==> config.mk <==
export PLATFORM = sky130hd
export DESIGN_NAME = ruler_recorder
export DESIGN_NICKNAME = d
export VERILOG_FILES = /design/src/rtl/ruler_recorder.sv
export SDC_FILE = /design/constraint.sdc
export NUM_CORES = 1
export LEC_CHECK = 0
export CORE_AREA = 2 2 105 107
export CTS_CLUSTER_DIAMETER = 30
export DETAILED_ROUTE_END_ITERATION = 8
export DIE_AREA = 0 0 107 109
export MAX_ROUTING_LAYER = met4
export PLACE_DENSITY = 0.84
export SKIP_LAST_GASP = 1
export SYNTH_ARGS = -nofsm -noshare
export SYNTH_HDL_FRONTEND = slang
export SYNTH_SLANG_ARGS = --single-unit
==> constraint.sdc <==
create_clock -name clock -period 5.6 [get_ports clock]
set_input_delay 0.56 -clock clock [delete_from_list [all_inputs] [get_ports clock]]
set_output_delay 0.56 -clock clock [all_outputs]
set_load 0.05 [all_outputs]
==> src/rtl/ruler_recorder.sv <==
// Records improving Golomb-ruler candidates: keeps the best length seen,
// counts improvements and streams each new best ruler out mark by mark.
module ruler_recorder #(
   parameter int              NUMPOSITIONS = 5,
   parameter int              VALW         = 9,
   parameter int              NUMW         = 4,
   parameter logic [VALW-1:0] INITLIMIT    = VALW'(40)
) (
   input  logic                            clock,
   input  logic                            reset,
   input  logic                            globalready,
   input  logic [NUMW-1:0]                 enabled,
   input  logic [(NUMPOSITIONS+1)*VALW:1]  marks_in,
   output logic [VALW-1:0]                 limit,
   output logic                            hold,
   output logic                            leaf_done,
   output logic                            out_valid,
   input  logic                            out_ready,
   output logic [VALW-1:0]                 out_data,
   output logic                            out_last,
   output logic [15:0]                     solutions
);

   localparam int IW = $clog2(NUMPOSITIONS + 1);
   localparam logic [IW-1:0] LASTIDX = IW'(NUMPOSITIONS);

   typedef enum logic [2:0] {
      IDLE, CHECK, UPDATE, STREAM, DONE
   } state_t;

   state_t          state_q;
   logic            armed_q;
   logic [VALW-1:0] lat_q  [1:NUMPOSITIONS];
   logic [VALW-1:0] best_q [1:NUMPOSITIONS];
   logic [IW-1:0]   idx_q;
   logic [VALW-1:0] limit_q;
   logic [VALW-1:0] data_q;
   logic            hold_q;
   logic            leaf_q;
   logic            valid_q;
   logic            last_q;
   logic [15:0]     sol_q;

   logic            full_w;
   logic            trig_w;
   logic [VALW-1:0] len_w;
   logic [IW-1:0]   nxt_w;
   logic            unused_m0;

   assign full_w = (enabled == NUMW'(NUMPOSITIONS + 1));
   assign trig_w = (state_q == IDLE) && armed_q && globalready && full_w;
   assign len_w  = lat_q[NUMPOSITIONS];
   assign nxt_w  = idx_q + IW'(1);
   // m[0] is always zero, so it is never stored
   assign unused_m0 = ^marks_in[(NUMPOSITIONS+1)*VALW -: VALW];

   always_ff @(posedge clock) begin
      if (reset) begin
         state_q <= IDLE;
         armed_q <= 1'b1;
         idx_q   <= '0;
         limit_q <= INITLIMIT;
         data_q  <= '0;
         hold_q  <= 1'b0;
         leaf_q  <= 1'b0;
         valid_q <= 1'b0;
         last_q  <= 1'b0;
         sol_q   <= '0;
         for (int k = 1; k <= NUMPOSITIONS; k++) begin
            lat_q[k]  <= '0;
            best_q[k] <= '0;
         end
      end else begin
         leaf_q <= 1'b0;
         if (!full_w) armed_q <= 1'b1;
         unique case (state_q)
            IDLE: begin
               if (trig_w) begin
                  armed_q <= 1'b0;
                  hold_q  <= 1'b1;
                  state_q <= CHECK;
                  for (int k = 1; k <= NUMPOSITIONS; k++)
                     lat_q[k] <= marks_in[(NUMPOSITIONS+1-k)*VALW -: VALW];
               end
            end
            CHECK: begin
               if (len_w != '0 && len_w < limit_q) begin
                  state_q <= UPDATE;
               end else begin
                  state_q <= DONE;
                  leaf_q  <= 1'b1;
               end
            end
            UPDATE: begin
               limit_q <= len_w;
               if (sol_q != 16'hFFFF) sol_q <= sol_q + 16'd1;
               for (int k = 1; k <= NUMPOSITIONS; k++)
                  best_q[k] <= lat_q[k];
               // best_q lands on this edge, so beat 1 comes from the latch
               idx_q   <= IW'(1);
               data_q  <= lat_q[1];
               last_q  <= (NUMPOSITIONS == 1);
               valid_q <= 1'b1;
               state_q <= STREAM;
            end
            STREAM: begin
               if (out_ready) begin
                  if (idx_q == LASTIDX) begin
                     valid_q <= 1'b0;
                     last_q  <= 1'b0;
                     leaf_q  <= 1'b1;
                     state_q <= DONE;
                  end else begin
                     idx_q  <= nxt_w;
                     data_q <= best_q[nxt_w];
                     last_q <= (nxt_w == LASTIDX);
                  end
               end
            end
            DONE: begin
               hold_q  <= 1'b0;
               state_q <= IDLE;
            end
            default: begin
               hold_q  <= 1'b0;
               state_q <= IDLE;
            end
         endcase
      end
   end

   assign limit     = limit_q;
   assign hold      = hold_q;
   assign leaf_done = leaf_q;
   assign out_valid = valid_q;
   assign out_data  = data_q;
   assign out_last  = last_q;
   assign solutions = sol_q;

endmodule

==> flow_metrics.env, run 1 <==
export IMPL_crit_type="register to register"
export IMPL_leakage_nw=2.632
export IMPL_powerDensity_nw_per_um2=304.7
export IMPL_gp_congestion=0.8321
export IMPL_setup_viol=0
export IMPL_synth_area_sq_um=5918
export IMPL_yosys_area_top_type="edfxtp_1"
export IMPL_worstSetupStartpointType="register"
export IMPL_report_final_hold_viol_count=0
export IMPL_clock_sinks=135
export IMPL_grt_pass1_vias=3853
export IMPL_syn_area_per_cell_sq_um=11.56
export IMPL_finalSetupTns_ns=0
export IMPL_peakVddDrop_mv=0.1825
export IMPL_cts_htree_levels=4
export IMPL_worstPathRequired_ns=6.04
export IMPL_dieArea_sq_um=11660
export IMPL_path_max_fanout=23
export IMPL_first_pass_iters=5
export IMPL_cts_buffers=17
export IMPL_max_freq_mhz=354.5
export IMPL_ios=100
export IMPL_totalWireLength_microns=11790
export IMPL_clk_pin_slew_ns=0.06
export IMPL_synth_edf_count=90
export IMPL_cts_tree="yes"
export IMPL_cap_violations=0
export IMPL_vias_per_cell=5.513
export IMPL_dpl_cell_area_sq_um=6903
export IMPL_via_count=4129
export IMPL_nets=670
export IMPL_first_iter_violations=339
export IMPL_synth_distinct_cells=47
export IMPL_synth_seq_cells=135
export IMPL_fin_crit_ns=2.821
export IMPL_die_h_microns=109
export IMPL_grt_ovfl_total=0
export IMPL_cts_hold_buffers_added=0
export IMPL_num_fill_cells=703
export IMPL_start_util_pct=55.82
export IMPL_cts_resized=0
export IMPL_clk_path_buf_depth=2
export IMPL_max_slew_margin_pct=17.02
export IMPL_rows=38
export IMPL_final_antenna_net_count=0
export IMPL_dp_hpwl_microns=7604
export IMPL_syn2layout_area_growth_pct=26.74
export IMPL_synth_top_area_share_pct=45.67
export IMPL_wl_per_cell_microns=15.75
export IMPL_synth_area_leaders="edfxtp_1 (46%), dfxtp_1 (15%), and2_1 (9.5%)"
export IMPL_fin_area_sq_um=7501
export IMPL_slew_violations=0
export IMPL_grt_setup_unrepaired="no"
export IMPL_syn_instance_count=512
export IMPL_whs_ns=0.4606
export IMPL_min_period_over_period_pct=50.37
export IMPL_hold_path_class="register to register"
export IMPL_startpoint="idx_q[0]$_SDFFE_PP0P_"
export IMPL_drc=0
export IMPL_synth_flop_cell="edfxtp_1"
export IMPL_synthTopCellsByCount="and2_1 (90), edfxtp_1 (90), dfxtp_1 (45)"
export IMPL_drive_above_1_share_pct=7.061
export IMPL_grt_max_degree=52
export IMPL_clock_skew_ns=0.007520
export IMPL_yosys_warnings=0
export IMPL_antenna_found_initial=0
export IMPL_r2r_end="out_data[6]$_SDFFE_PP0P_"
export IMPL_async_flop_share_pct=0
export IMPL_synth_seq_area_share_pct=60.89
export IMPL_tightest_slew_ns=1.243
export IMPL_grt_usage_pct=21.73
export IMPL_io_buffers=90
export IMPL_core_sq_um=10600
export IMPL_cts_root_buf="clkbuf_8"
export IMPL_timing_rr_start="idx_q[0]$_SDFFE_PP0P_"
export IMPL_end_kind="register"
export IMPL_insertion_delay_ns=0.54
export IMPL_outcome="finished clean"
export IMPL_fp_dieW_microns=107
export IMPL_insertedDiodeCount=0
export IMPL_cp_arrival_ns=3.26
export IMPL_cp_endpoint="out_data[6]$_SDFFE_PP0P_"
export IMPL_rrSetupSlack_ns=2.78
export IMPL_synth_fp_nets=586
export IMPL_r2r_cells=4
export IMPL_grt_pass1_wl_microns=18730
export IMPL_cts_setup_buffers=0
==> flip-flops by register name (all words and copies together) (netlist names) <==
name,flops
armed_q,1
best_q,45
hold,1
idx_q,3
lat_q,45
leaf_done,1
limit,9
out_data,9
out_last,1
out_valid,1
solutions,16
state_q,3
==> how the worst min path moves through the flow <==
stage	start	end	slack, ns	cells after the start
6_report	out_last$_SDFFE_PP0P_	out_last$_SDFFE_PP0P_	0.46	2
5_1_grt	out_last$_SDFFE_PP0P_	out_last$_SDFFE_PP0P_	0.48	2
4_1_cts	out_last$_SDFFE_PP0P_	out_last$_SDFFE_PP0P_	0.46	2
3_5_place_dp	out_last$_SDFFE_PP0P_	out_last$_SDFFE_PP0P_	0.45	2
3_3_place_gp	out_last$_SDFFE_PP0P_	out_last$_SDFFE_PP0P_	0.44	2
2_1_floorplan	armed_q$_SDFF_PP1_	armed_q$_SDFF_PP1_	0.46	2
==> layout make-up <==
| type | instances | area, sq um | share of cell area, % |
|---|---|---|---|
| inverters | 12 | 45.04 | 0.6005 |
| clock inverters | 8 | 85.08 | 1.134 |
| flip-flops and latches | 135 | 3603 | 48.04 |
| clock buffers | 24 | 513.0 | 6.839 |
| multi-input cells | 337 | 2156 | 28.74 |
| repair buffers | 93 | 923.4 | 12.31 |
| well taps | 140 | 175.2 | 2.335 |
==> worst max-delay path, cell delays in order, from the launching register on <==
cell      delay (ns)
dfxtp_1         1.15
ha_1            0.43
xor2_2          0.60
o211ai_1        0.23
a311oi_1        0.31
==> through the flow <==
| step | std cells | total power, mW | setup WS [ns] | utilization, % |
|---|---|---|---|---|
| after global routing | 749 | 2.349 | 2.586 | 70.75 |
| after CTS | 749 | 2.294 | 2.820 | 70.75 |
| after detailed placement | 717 | 1.216 | 2.536 | 65.11 |
| after global placement | 717 | 1.213 | 2.576 | 65.11 |
| after floorplan | 512 | 1.162 | 3.020 | - |
| final | 749 | 2.285 | 2.779 | 70.75 |
==> logic make-up (layout without fill, tap and decap cells) <==
kind of cell | after synthesis | in the layout | share of synthesized area, %
flops | 135 | 135 | 60.89
simple gates | 220 | 220 | 20.27
buf+inv | 40 | 137 | 2.769
xor+xnor | 12 | 12 | 1.903
compound gates | 72 | 72 | 8.076
fa+ha+maj | 12 | 12 | 2.537
mux | 21 | 21 | 3.552
==> metal layers <==
metal  up-vias  global-route usage (%)  part of all wire [%]
li1       1991                       -                     -
met1      1951                   26.48                    43
met2       150                   34.12                    49
met3        37                   6.336                   5.4
met4         0                   9.184                   2.9
met5         -                       -                     0
==> where the power goes <==
| group | internal (mW) | leakage [nW] | switching (mW) |
|---|---|---|---|
| logic | 0.0481 | 1.06 | 0.0464 |
| clock network | 0.679 | 0.276 | 0.409 |
| registers | 1.09 | 1.29 | 0.0120 |
==> layout by cell type, fill, tap and decap left out, drive strengths merged, types with 13 or more instances in the layout <==
cell type / Yosys / layout
edfxtp: 90 / 90
dfxtp: 45 / 45
mux2i: 21 / 21
nor2: 43 / 43
nand2: 40 / 40
clkdlybuf4s50: 0 / 90
a21oi: 26 / 26
inv: 12 / 13
and2: 91 / 91
clkbuf: 22 / 24
No activity file was read; power rests on OpenSTA's default activity.
==> run 2: changes to the inputs <==
--- a/config.mk
+++ b/config.mk
@@ -5,12 +5,12 @@
 export SDC_FILE = /design/constraint.sdc
 export NUM_CORES = 1
 export LEC_CHECK = 0
-export CORE_AREA = 2 2 105 107
+export CORE_AREA = 2 2 109 111
 export CTS_CLUSTER_DIAMETER = 30
 export DETAILED_ROUTE_END_ITERATION = 8
-export DIE_AREA = 0 0 107 109
+export DIE_AREA = 0 0 111 113
 export MAX_ROUTING_LAYER = met4
-export PLACE_DENSITY = 0.84
+export PLACE_DENSITY = 0.79
 export SKIP_LAST_GASP = 1
 export SYNTH_ARGS = -nofsm -noshare
 export SYNTH_HDL_FRONTEND = slang
==> constraint.sdc (replaced) <==
create_clock -name clock -period 2.9 [get_ports clock]
set_input_delay 0.29 -clock clock [delete_from_list [all_inputs] [get_ports clock]]
set_output_delay 0.29 -clock clock [all_outputs]
set_load 0.05 [all_outputs]
==> flow_metrics.env, run 2 (synthesis results as in run 1) <==
export IMPL_slew_violations=0
export IMPL_path_max_fanout=45
export IMPL_via_count=4058
export IMPL_rows=39
export IMPL_p_total_mw=4.391
export IMPL_core_sq_um=11270
export IMPL_vias_per_cell=5.361
export IMPL_setup_viol=0
export IMPL_insertedDiodeCount=0
export IMPL_p_int_mw=3.472
export IMPL_gp_congestion=0.8332
export IMPL_crit_type="register to register"
export IMPL_finalSetupTns_ns=0
export IMPL_ios=100
export IMPL_dieArea_sq_um=12540
export IMPL_clock_sinks=135
export IMPL_cts_setup_buffers=0
export IMPL_nets=675
export IMPL_grt_setup_unrepaired="no"
export IMPL_clk_path_buf_depth=2
export IMPL_fp_dieW_microns=111
export IMPL_fin_crit_ns=2.353
export IMPL_power_frac_comb_pct=4.3
export IMPL_min_period_over_period_pct=81.14
export IMPL_cts_buffers=17
export IMPL_die_h_microns=113
export IMPL_antenna_found_initial=0
export IMPL_grt_max_degree=46
export IMPL_final_antenna_net_count=0
export IMPL_grt_usage_pct=19.68
export IMPL_drive_above_1_share_pct=7.818
export IMPL_swShare_pct=20.93
export IMPL_io_buffers=90
export IMPL_cts_resized=0
export IMPL_clock_skew_ns=0.006509
export IMPL_report_final_hold_viol_count=0
export IMPL_wl_per_cell_microns=14.99
export IMPL_grt_ovfl_total=0
export IMPL_dp_hpwl_microns=7789
export IMPL_pwr_share_clk_pct=47.2
export IMPL_totalWireLength_microns=11340
export IMPL_p_switching_mw=0.9190
export IMPL_insertion_delay_ns=0.42
export IMPL_seq_power_share_pct=48.4
export IMPL_outcome="finished clean"
export IMPL_first_pass_iters=5
export IMPL_tightest_slew_ns=1.143
export IMPL_grt_pass1_wl_microns=18750
export IMPL_worstPathRequired_ns=3.18
export IMPL_cts_hold_buffers_added=0
export IMPL_cp_arrival_ns=2.63
export IMPL_end_kind="register"
export IMPL_clk_pin_slew_ns=0.06
export IMPL_cap_violations=0
export IMPL_peakVddDrop_mv=0.4675
export IMPL_cts_htree_levels=4
export IMPL_hold_path_class="register to register"
export IMPL_grt_pass1_vias=3836
export IMPL_max_slew_margin_pct=23.73
export IMPL_worstSetupStartpointType="register"
export IMPL_max_freq_mhz=425.0
export IMPL_syn2layout_area_growth_pct=27.51
export IMPL_drc=0
export IMPL_layout_common_cells="and2_1 (90), edfxtp_1 (90), clkdlybuf4s50_1 (90)"
export IMPL_powerDensity_nw_per_um2=581.9
export IMPL_first_iter_violations=328
export IMPL_leakage_nw=2.673
export IMPL_cts_root_buf="clkbuf_16"
export IMPL_cts_tree="yes"
export IMPL_start_util_pct=52.50
==> run 2: cell count changes in the layout (fill, tap and decap cells not counted), sizes merged <==
| cell | previous run | this run |
|---|---|---|
| clkbuf | 24 | 17 |
| clkinv | 1 | 7 |
| buf | 3 | 8 |
| clkinvlp | 5 | 1 |
| inv | 13 | 17 |
| bufinv | 1 | 2 |
==> run 2: layout make-up <==
type | count | area [sq um]
clock buffer | 17 | 425.4
clock inverter | 15 | 151.4
fill | 820 | 3726
inverter | 12 | 45.04
multi-input combinational | 337 | 2156
sequential | 135 | 3603
tap | 143 | 178.9
timing repair buffer | 98 | 985.9
==> run 2: per-layer routing <==
metal	up-vias	track usage, %	wire length (microns)
li1	2003	-	-
met2	126	31.37	5714
met4	0	8.000	241
met1	1905	23.80	4706
met5	-	-	0
met3	24	5.678	681
==> run 2: power groups by stage <==
stage / registers, mW / clock network (mW) / logic (mW)
detailed placement: 2.17 / 0 / 0.190
floorplan: 2.17 / 0 / 0.0726
global placement: 2.16 / 0 / 0.186
finish: 2.13 / 2.07 / 0.190
global route: 2.13 / 2.18 / 0.209
CTS: 2.13 / 2.10 / 0.192
==> run 2: final timing paths <==
kind	startpoint	to	slack, ns	cells after the start
hold / removal	out_last$_SDFFE_PP0P_	out_last$_SDFFE_PP0P_	0.46	2
setup reg to reg	state_q[2]$_SDFFE_PP0P_	lat_q[0][53]$_SDFFCE_PN0P_	0.55	3
hold reg to reg	out_last$_SDFFE_PP0P_	out_last$_SDFFE_PP0P_	0.46	2
setup / recovery	state_q[2]$_SDFFE_PP0P_	lat_q[0][53]$_SDFFCE_PN0P_	0.55	3
==> run 2: per-stage QoR <==
step | cell area (sq um) | setup slack, ns | util [%] | hold WS (ns) | cells
finish | 7546 | 0.5468 | 66.94 | 0.4578 | 757
global route | 7546 | 0.2174 | 66.94 | 0.4896 | 757
CTS | 7546 | 0.4066 | 66.94 | 0.4650 | 757
detailed placement | 6969 | 0.04250 | 61.83 | 0.4569 | 725
global placement | 6969 | 0.1992 | 61.83 | 0.4500 | 725
floorplan | 5918 | 0.3646 | - | 0.4293 | 512
==> run 2: worst max-delay path, cell delays in order (launching register included) <==
cell,delay (ns)
dfxtp_1,0.36
nor4b_1,0.53
and4b_1,1.04
and2_1,0.27
==> run 3: changes to the inputs <==
==> constraint.sdc (replaced) <==
create_clock -name clock -period 2.5 [get_ports clock]
set_input_delay 0.25 -clock clock [delete_from_list [all_inputs] [get_ports clock]]
set_output_delay 0.25 -clock clock [all_outputs]
set_load 0.05 [all_outputs]
==> flow_metrics.env, run 3 (synthesis results as in run 1) <==
export IMPL_worstPathRequired_ns=2.84
export IMPL_regArea_sq_um=3603
export IMPL_crit_type="register to register"
export IMPL_leakage_nw=2.674
export IMPL_outcome="finished clean"
export IMPL_dp_hpwl_microns=7649
export IMPL_grt_pass1_wl_microns=18290
export IMPL_final_antenna_net_count=0
export IMPL_max_slew_margin_pct=51.06
export IMPL_max_freq_mhz=476.7
export IMPL_pwr_share_clk_pct=46.6
export IMPL_cap_violations=0
export IMPL_insertedDiodeCount=0
export IMPL_fp_dieW_microns=111
export IMPL_dpl_cell_area_sq_um=7004
export IMPL_first_iter_violations=348
export IMPL_via_count=4043
export IMPL_grt_ovfl_total=0
export IMPL_p_int_mw=4.008
export IMPL_ios=100
export IMPL_syn2layout_area_growth_pct=27.80
export IMPL_place_inst=728
export IMPL_clk_pin_slew_ns=0.06
export IMPL_cts_root_buf="clkbuf_16"
export IMPL_num_fill_cells=792
export IMPL_cts_hold_buffers_added=0
export IMPL_whs_ns=0.4672
export IMPL_vias_per_cell=5.327
export IMPL_fin_area_sq_um=7564
export IMPL_p_switching_mw=1.016
export IMPL_clock_sinks=135
export IMPL_cpPeakStageDelay_ns=0.64
export IMPL_cts_setup_buffers=0
export IMPL_drc=0
export IMPL_grt_usage_pct=19.14
export IMPL_layout_setup_ws_ns=0.4024
export IMPL_slew_violations=0
export IMPL_core_sq_um=11270
export IMPL_clk_path_buf_depth=2
export IMPL_clock_skew_ns=0.01278
export IMPL_final_cell_count_no_fill=759
export IMPL_final_util_pct=67.10
export IMPL_worstSetupStartpointType="register"
export IMPL_power_frac_comb_pct=4.3
export IMPL_tightest_slew_ns=0.7341
export IMPL_hold_path_class="register to register"
export IMPL_path_max_fanout=11
export IMPL_dieArea_sq_um=12540
export IMPL_insertion_delay_ns=0.42
export IMPL_cts_resized=0
export IMPL_powerDensity_nw_per_um2=664.2
export IMPL_cts_buffers=17
export IMPL_drive_above_1_share_pct=7.792
export IMPL_gp_congestion=0.8319
export IMPL_swShare_pct=20.23
export IMPL_end_kind="register"
export IMPL_wl_per_cell_microns=14.72
export IMPL_rows=39
export IMPL_multiInputGateArea_sq_um=2156
export IMPL_grt_setup_unrepaired="no"
export IMPL_setup_viol=0
export IMPL_path_cells="ha_1, nand3_1, or4_4, o21ai_1, o21ai_0, a21oi_1"
export IMPL_start_util_pct=52.50
export IMPL_grt_pass1_vias=3812
export IMPL_layout_common_cells="and2_1 (90), edfxtp_1 (90), clkdlybuf4s50_1 (90)"
export IMPL_cts_htree_levels=4
export IMPL_post_place_ws_ns=0.2779
export IMPL_cp_arrival_ns=2.44
export IMPL_p_total_mw=5.024
export IMPL_die_h_microns=113
export IMPL_grt_max_degree=46
export IMPL_antenna_found_initial=0
export IMPL_nets=678
export IMPL_report_final_hold_viol_count=0
export IMPL_rrSetupSlack_ns=0.40
export IMPL_io_buffers=90
export IMPL_cts_tree="yes"
export IMPL_min_period_over_period_pct=83.90
export IMPL_peakVddDrop_mv=0.3890
export IMPL_seq_power_share_pct=49.1
export IMPL_finalSetupTns_ns=0
export IMPL_fin_crit_ns=2.098
export IMPL_first_pass_iters=4
export IMPL_totalWireLength_microns=11170
export IMPL_slowest_stage="or4_4"
==> run 3: changes by cell type in the layout (fill, tap and decap cells not counted) <==
cell        delta
clkinv_2       -1
inv_6          -3
buf_4          +2
clkinv_4       -1
clkbuf_1       +1
clkinv_1       +1
clkinvlp_4     +2
buf_12         +1
==> run 3: power by group through the flow <==
stage | Sequential [mW] | Clock, mW | Combinational [mW]
2_1_floorplan | 2.52 | 0 | 0.0845
3_3_place_gp | 2.51 | 0 | 0.214
3_5_place_dp | 2.51 | 0 | 0.219
4_1_cts | 2.47 | 2.37 | 0.220
5_1_grt | 2.47 | 2.47 | 0.237
6_report | 2.47 | 2.34 | 0.218
==> run 3: final timing paths <==
| check | depth (start not counted) | end | from |
|---|---|---|---|
| setup / recovery | 6 | solutions[9]$_SDFFE_PP0P_ | solutions[0]$_SDFFE_PP0P_ |
| hold / removal | 2 | out_last$_SDFFE_PP0P_ | out_last$_SDFFE_PP0P_ |
| setup reg to reg | 6 | solutions[9]$_SDFFE_PP0P_ | solutions[0]$_SDFFE_PP0P_ |
| hold reg to reg | 2 | out_last$_SDFFE_PP0P_ | out_last$_SDFFE_PP0P_ |
==> run 3: routing by layer <==
| metal | vias up | track usage [%] | wire [microns] |
|---|---|---|---|
| met4 | 0 | 8.333 | 248 |
| met1 | 1902 | 23.13 | 4895 |
| met5 | - | - | 0 |
| li1 | 2004 | - | - |
| met3 | 21 | 4.660 | 496 |
| met2 | 116 | 30.92 | 5529 |
==> run 3: worst max-delay path: cells and delay by family, from the launching register on <==
kind / cells / cell delay [ns]
DFF: 1 / 0.42
and+or+nand+nor: 2 / 0.86
adders and majority gates: 1 / 0.21
AOI/OAI and AO/OA: 3 / 0.54
==> run 3: cell type report <==
| cell class | instances | area share, % |
|---|---|---|
| clock buffer | 18 | 5.674 |
| clock inverter | 13 | 1.720 |
| inverter | 12 | 0.5955 |
| multi-input combinational | 337 | 28.50 |
| sequential | 135 | 47.64 |
| tap | 143 | 2.366 |
| timing repair buffer | 101 | 13.50 |
